File: src/rtl/expr_eval_if.sv
// expr_eval_if: character stream in, evaluated result and status flags out.
interface expr_eval_if #(parameter int WIDTH = 16);
  logic [7:0]       in;
  logic [WIDTH-1:0] result;
  logic             valid;
  logic             err;
  logic             ovf;
  modport master (output in, input result, valid, err, ovf);
  modport slave  (input in, output result, valid, err, ovf);
endinterface

File: src/rtl/expr_eval.sv
// expr_eval: incremental evaluator of single-digit '+'/'*' expressions with precedence.
module expr_eval #(
  parameter int WIDTH = 16
) (
  input logic        clk,
  input logic        clr,
  expr_eval_if.slave bus
);
  localparam logic [1:0] S_DIG = 2'd0;
  localparam logic [1:0] S_OP  = 2'd1;
  localparam logic [1:0] S_ERR = 2'd2;
  localparam int W2 = 2 * WIDTH;
  logic [1:0]       state_q, state_d;
  logic [WIDTH-1:0] sum_q, sum_d, term_q, term_d, result_q, result_d;
  logic             ovf_q, ovf_d;
  logic             is_dig, is_plus, is_mul, is_idle;
  logic [W2-1:0]    d_w, prod_w, sum_w, res_w;
  always_comb begin
    is_dig  = bus.in >= 8'h30 && bus.in <= 8'h39;
    is_plus = bus.in == 8'h2B;
    is_mul  = bus.in == 8'h2A;
    is_idle = bus.in == 8'h00;
    d_w     = {{(W2-8){1'b0}}, bus.in - 8'h30};
    prod_w  = {{WIDTH{1'b0}}, term_q} * d_w;
    sum_w   = {{WIDTH{1'b0}}, sum_q} + {{WIDTH{1'b0}}, term_q};
    res_w   = {{WIDTH{1'b0}}, sum_q} + {{WIDTH{1'b0}}, prod_w[WIDTH-1:0]};
    state_d  = state_q;
    sum_d    = sum_q;
    term_d   = term_q;
    result_d = result_q;
    ovf_d    = ovf_q;
    if (!is_idle && state_q == S_DIG) begin
      state_d = is_dig ? S_OP : S_ERR;
      if (is_dig) begin
        term_d   = prod_w[WIDTH-1:0];
        result_d = res_w[WIDTH-1:0];
        ovf_d    = ovf_q | (|prod_w[W2-1:WIDTH]) | (|res_w[W2-1:WIDTH]);
      end
    end else if (!is_idle && state_q == S_OP) begin
      state_d = (is_plus || is_mul) ? S_DIG : S_ERR;
      if (is_plus) begin
        sum_d  = sum_w[WIDTH-1:0];
        term_d = WIDTH'(1);
        ovf_d  = ovf_q | (|sum_w[W2-1:WIDTH]);
      end
    end
  end
  always_ff @(posedge clk or posedge clr) begin
    if (clr) begin
      state_q  <= S_DIG;
      sum_q    <= '0;
      term_q   <= WIDTH'(1);
      result_q <= '0;
      ovf_q    <= 1'b0;
    end else begin
      state_q  <= state_d;
      sum_q    <= sum_d;
      term_q   <= term_d;
      result_q <= result_d;
      ovf_q    <= ovf_d;
    end
  end
  assign bus.result = result_q;
  assign bus.valid  = state_q == S_OP;
  assign bus.err    = state_q == S_ERR;
  assign bus.ovf    = ovf_q;
endmodule
File: src/flat_wrapper.sv
// flat-port wrapper written by rule: the top's interface ports become plain ports
module expr_eval_flat 
#(
  parameter int WIDTH = 16
)
  (clk, clr, bus_in, bus_result, bus_valid, bus_err, bus_ovf);
  expr_eval_if #(.WIDTH(WIDTH)) bus_i ();
  input logic clk;
  input logic clr;
  input wire logic [$bits(bus_i.in)-1:0] bus_in;
  output wire logic [$bits(bus_i.result)-1:0] bus_result;
  output wire logic [$bits(bus_i.valid)-1:0] bus_valid;
  output wire logic [$bits(bus_i.err)-1:0] bus_err;
  output wire logic [$bits(bus_i.ovf)-1:0] bus_ovf;
  assign bus_i.in = bus_in;
  assign bus_result = bus_i.result;
  assign bus_valid = bus_i.valid;
  assign bus_err = bus_i.err;
  assign bus_ovf = bus_i.ovf;
  expr_eval #(.WIDTH(WIDTH)) u_core (.clk(clk), .clr(clr), .bus(bus_i));
endmodule
File: config.mk
export PLATFORM = sky130hd
export DESIGN_NAME = expr_eval_flat
export DESIGN_NICKNAME = d
export VERILOG_FILES = /design/src/rtl/expr_eval_if.sv /design/src/rtl/expr_eval.sv /design/src/flat_wrapper.sv
export SDC_FILE = /design/constraint.sdc
export NUM_CORES = 1
export LEC_CHECK = 0
export CAP_MARGIN = 10
export CORE_ASPECT_RATIO = 1.2
export CORE_MARGIN = 2
export CORE_UTILIZATION = 30
export DETAILED_ROUTE_END_ITERATION = 16
export PLACE_DENSITY_LB_ADDON = 0.3
export RECOVER_POWER = 100
export SLEW_MARGIN = 20
export SYNTH_ARGS = -nofsm -noshare
export SYNTH_HDL_FRONTEND = slang
export SYNTH_SLANG_ARGS = --single-unit
File: constraint.sdc
create_clock -name clk -period 6.25 [get_ports clk]
set_input_delay 0.9375 -clock clk [delete_from_list [all_inputs] [get_ports clk]]
set_output_delay 0.9375 -clock clk [all_outputs]
set_load 0.1 [all_outputs]
==> results.sh <==
export IMPL_status="finished, violations left"
export IMPL_violations="capacitance limit, slew limit"
export IMPL_cts_tree="yes"
export IMPL_ir_drop_v=0.0000989
export IMPL_drive_above_1_share=0.217
export IMPL_synth_common_cells="119 x inv_1, 101 x nand2_1, 86 x fa_1"
export IMPL_num_rows=63
export IMPL_syn_cell_area_mm2=0.00758
export IMPL_required_ps=6420
export IMPL_startpoint_type="input port"
export IMPL_dp_final_hpwl_um=14800
export IMPL_io_buffers=28
export IMPL_viasPerCell=4.74
export IMPL_grt_start_max_net_pins=52
export IMPL_ys_warn_count=0
export IMPL_cp_common_cell="buf_4"
export IMPL_dieHeight_um=178
export IMPL_antenna_cells=0
export IMPL_setup_violations=0
export IMPL_dp_slack_ps=-868
export IMPL_design_die_area_mm2=0.0266
export IMPL_htree_levels=2
export IMPL_synth_largest_area_cell="fa_1"
export IMPL_worst_path_buf_inv=14
export IMPL_cts_sinks=51
export IMPL_critical_path_arrival_ps=6410
export IMPL_initial_core_util=0.306
export IMPL_endpoint_kind="flop"
export IMPL_ctsLongestPathBuffers=2
export IMPL_hold_path_class="reg -> reg"
export IMPL_fillers=2532
export IMPL_synth_top_cell_area_share=0.227
export IMPL_cts_root_buffer="clkbuf_16"
export IMPL_area_delta_synth_final_pct=29.2
export IMPL_leakage_nw=4.72
export IMPL_die_w_um=149
export IMPL_grt_pass1_vias=6781
export IMPL_ant_nets=0
export IMPL_ioPinCount=29
export IMPL_coreArea_mm2=0.0248
export IMPL_yosysMostFrequentCell="inv_1"
export IMPL_cpLargestDelayFamily="adder cells"
export IMPL_critPathKind="in -> reg"
export IMPL_yosysSeqAreaShare=0.168
export IMPL_fmax_ghz=0.160
export IMPL_drt_initial_drc_count=238
export IMPL_setup_tns_ps=0
export IMPL_vias=6308
export IMPL_cts_buffers=5
export IMPL_fin_crit_sh=0.997
export IMPL_synth_edf_count=0
export IMPL_grt_total_usage=0.149
export IMPL_wirelength_um=18600
export IMPL_grt_ovfl_total=0
export IMPL_drv_cap=2
export IMPL_power_total_w=0.000797
export IMPL_power_density_mw_per_mm2=81.4
export IMPL_skew_ps=4.06
export IMPL_place_gp_congestion=0.805
export IMPL_synth_async_reset_ratio=1.00
export IMPL_grt_pass1_wl_um=32700
export IMPL_syn_instance_count=861
export IMPL_setup_ws_ps=17.0
export IMPL_clk_pin_slew_ps=70
export IMPL_crit_fanout=5
export IMPL_post_route_util=0.396
export IMPL_drt_pass1_iter_count=4
export IMPL_routedWlPerCell_um=14.0
export IMPL_yosysUniqueCellTypes=60
export IMPL_synth_area_top_cells="fa_1 23%, dfrtp_1 17%, ha_1 13%, and2_1 5.9%, inv_1 5.9%"
export IMPL_critPathSlowestCell="fa_1"
export IMPL_syn_nets=1037
export IMPL_finalMaxSlewViolations=100
export IMPL_fin_crit_ps=6230
export IMPL_drcViolationCount=0
export IMPL_slew_headroom=-0.855
export IMPL_rsz0062_at_grt="true"
export IMPL_worstSkewPairLatency_ps=300
export IMPL_synth_ff_type="dfrtp_1"
export IMPL_antenna_found_initial=0
export IMPL_worst_pin_slew_ps=2780
export IMPL_slowest_delay_ps=520
export IMPL_avgSynthCellArea_um2=8.81
export IMPL_ys_ff_latch=51
export IMPL_hold_viol=0
export IMPL_nets=1180
-- cell usage in the layout, fill, tap and decap left out, types with 5 or more instances in the layout --
cell,count
buf_4,113
inv_1,111
nand2_1,99
fa_1,84
ha_1,68
and2_1,67
dfrtp_1,50
o21ai_0,35
nor2b_1,33
a21oi_1,25
dlygate4sd3_1,21
nand3_1,20
nor2_1,16
xnor2_1,16
xor2_1,13
a21o_1,12
o21a_1,11
nor3_1,10
ha_4,9
buf_6,9
o31ai_1,8
a31oi_1,7
nor4_1,6
o21ai_2,6
o21bai_1,6
and2_4,6
nand2b_1,6
clkbuf_1,6
or3_1,5
nor3b_1,5
o211ai_1,5
inv_2,5
clkbuf_16,5
-- layer usage --
| layer | vias to the layer above | global-route usage | wire (um) |
|---|---|---|---|
| met5 | - | 0 | 0 |
| met2 | 52 | 0.273 | 9510 |
| met3 | 15 | 0.00921 | 233 |
| met1 | 3098 | 0.193 | 8630 |
| met4 | 0 | 0.0337 | 205 |
| li1 | 3143 | - | - |
-- state kept, by name, summed over array words and instances (netlist names) --
name               count
u_core.state_q         2
u_core.sum_q          16
u_core.term_q         16
u_core.bus.ovf         1
u_core.bus.result     16
-- kinds of logic after synthesis --
| family | share of synthesized area |
|---|---|
| compound gates | 0.138 |
| buf+inv | 0.0761 |
| fa+ha+maj | 0.359 |
| xor+xnor | 0.0404 |
| flops | 0.168 |
| simple gates | 0.214 |
| mux | 0.00429 |
-- worst min-delay path, stage by stage (launching register included) --
cell,delay (ps)
dfrtp_1,340
nand2_1,50
nand2_1,50
-- where the power goes --
| part | total, W | switching [W] | internal (W) | leakage (nW) |
|---|---|---|---|---|
| logic | 0.000109 | 0.0000591 | 0.0000499 | 3.93 |
| clock network | 0.000354 | 0.000125 | 0.000230 | 0.0911 |
| registers | 0.000334 | 0.00000234 | 0.000331 | 0.698 |
| total | 0.000797 | 0.000186 | 0.000611 | 4.72 |
-- stage by stage --
step                std cells  instance area [um^2]  hold slack (ps)
floorplan                 861                  7720              481
global placement         1295                  9080              456
detailed placement       1295                  9080              462
CTS                      1324                  9620              479
global route             1330                  9790              498
finish                   1330                  9790              465
-- repair_timing --
| item | in CTS | in global routing |
|---|---|---|
| gates resized for setup | 55 | 41 |
| endpoints found under the setup margin | 7 | 6 |
| hold buffers | 0 | 0 |
| pin swaps | 52 | 52 |
| setup buffers | 21 | 7 |
| endpoints found under the hold margin | 0 | 0 |
| gates cloned | 0 | 0 |
-- area by class of cell --
class / count / area (um^2) / share of cell area
inverter: 119 / 452 / 0.0461
sequential: 51 / 1280 / 0.130
timing repair buffer: 160 / 1330 / 0.135
clock inverter: 2 / 60.1 / 0.00613
clock buffer: 6 / 129 / 0.0132
tap: 325 / 407 / 0.0415
multi-input combinational: 667 / 6140 / 0.627
-- final timing paths --
check,start,cells after the start,to,slack [ps]
max,bus_in[4],29,u_core.bus.ovf,20
min,u_core.bus.result[0],2,u_core.bus.result[0],470
max reg2reg,u_core.term_q[9],24,u_core.bus.ovf,630
min reg2reg,u_core.bus.result[0],2,u_core.bus.result[0],470
max in group asynchronous,clr,3,u_core.term_q[1],2550
min in group asynchronous,clr,3,u_core.bus.result[11],2130
(Power assumes the default switching activity.)
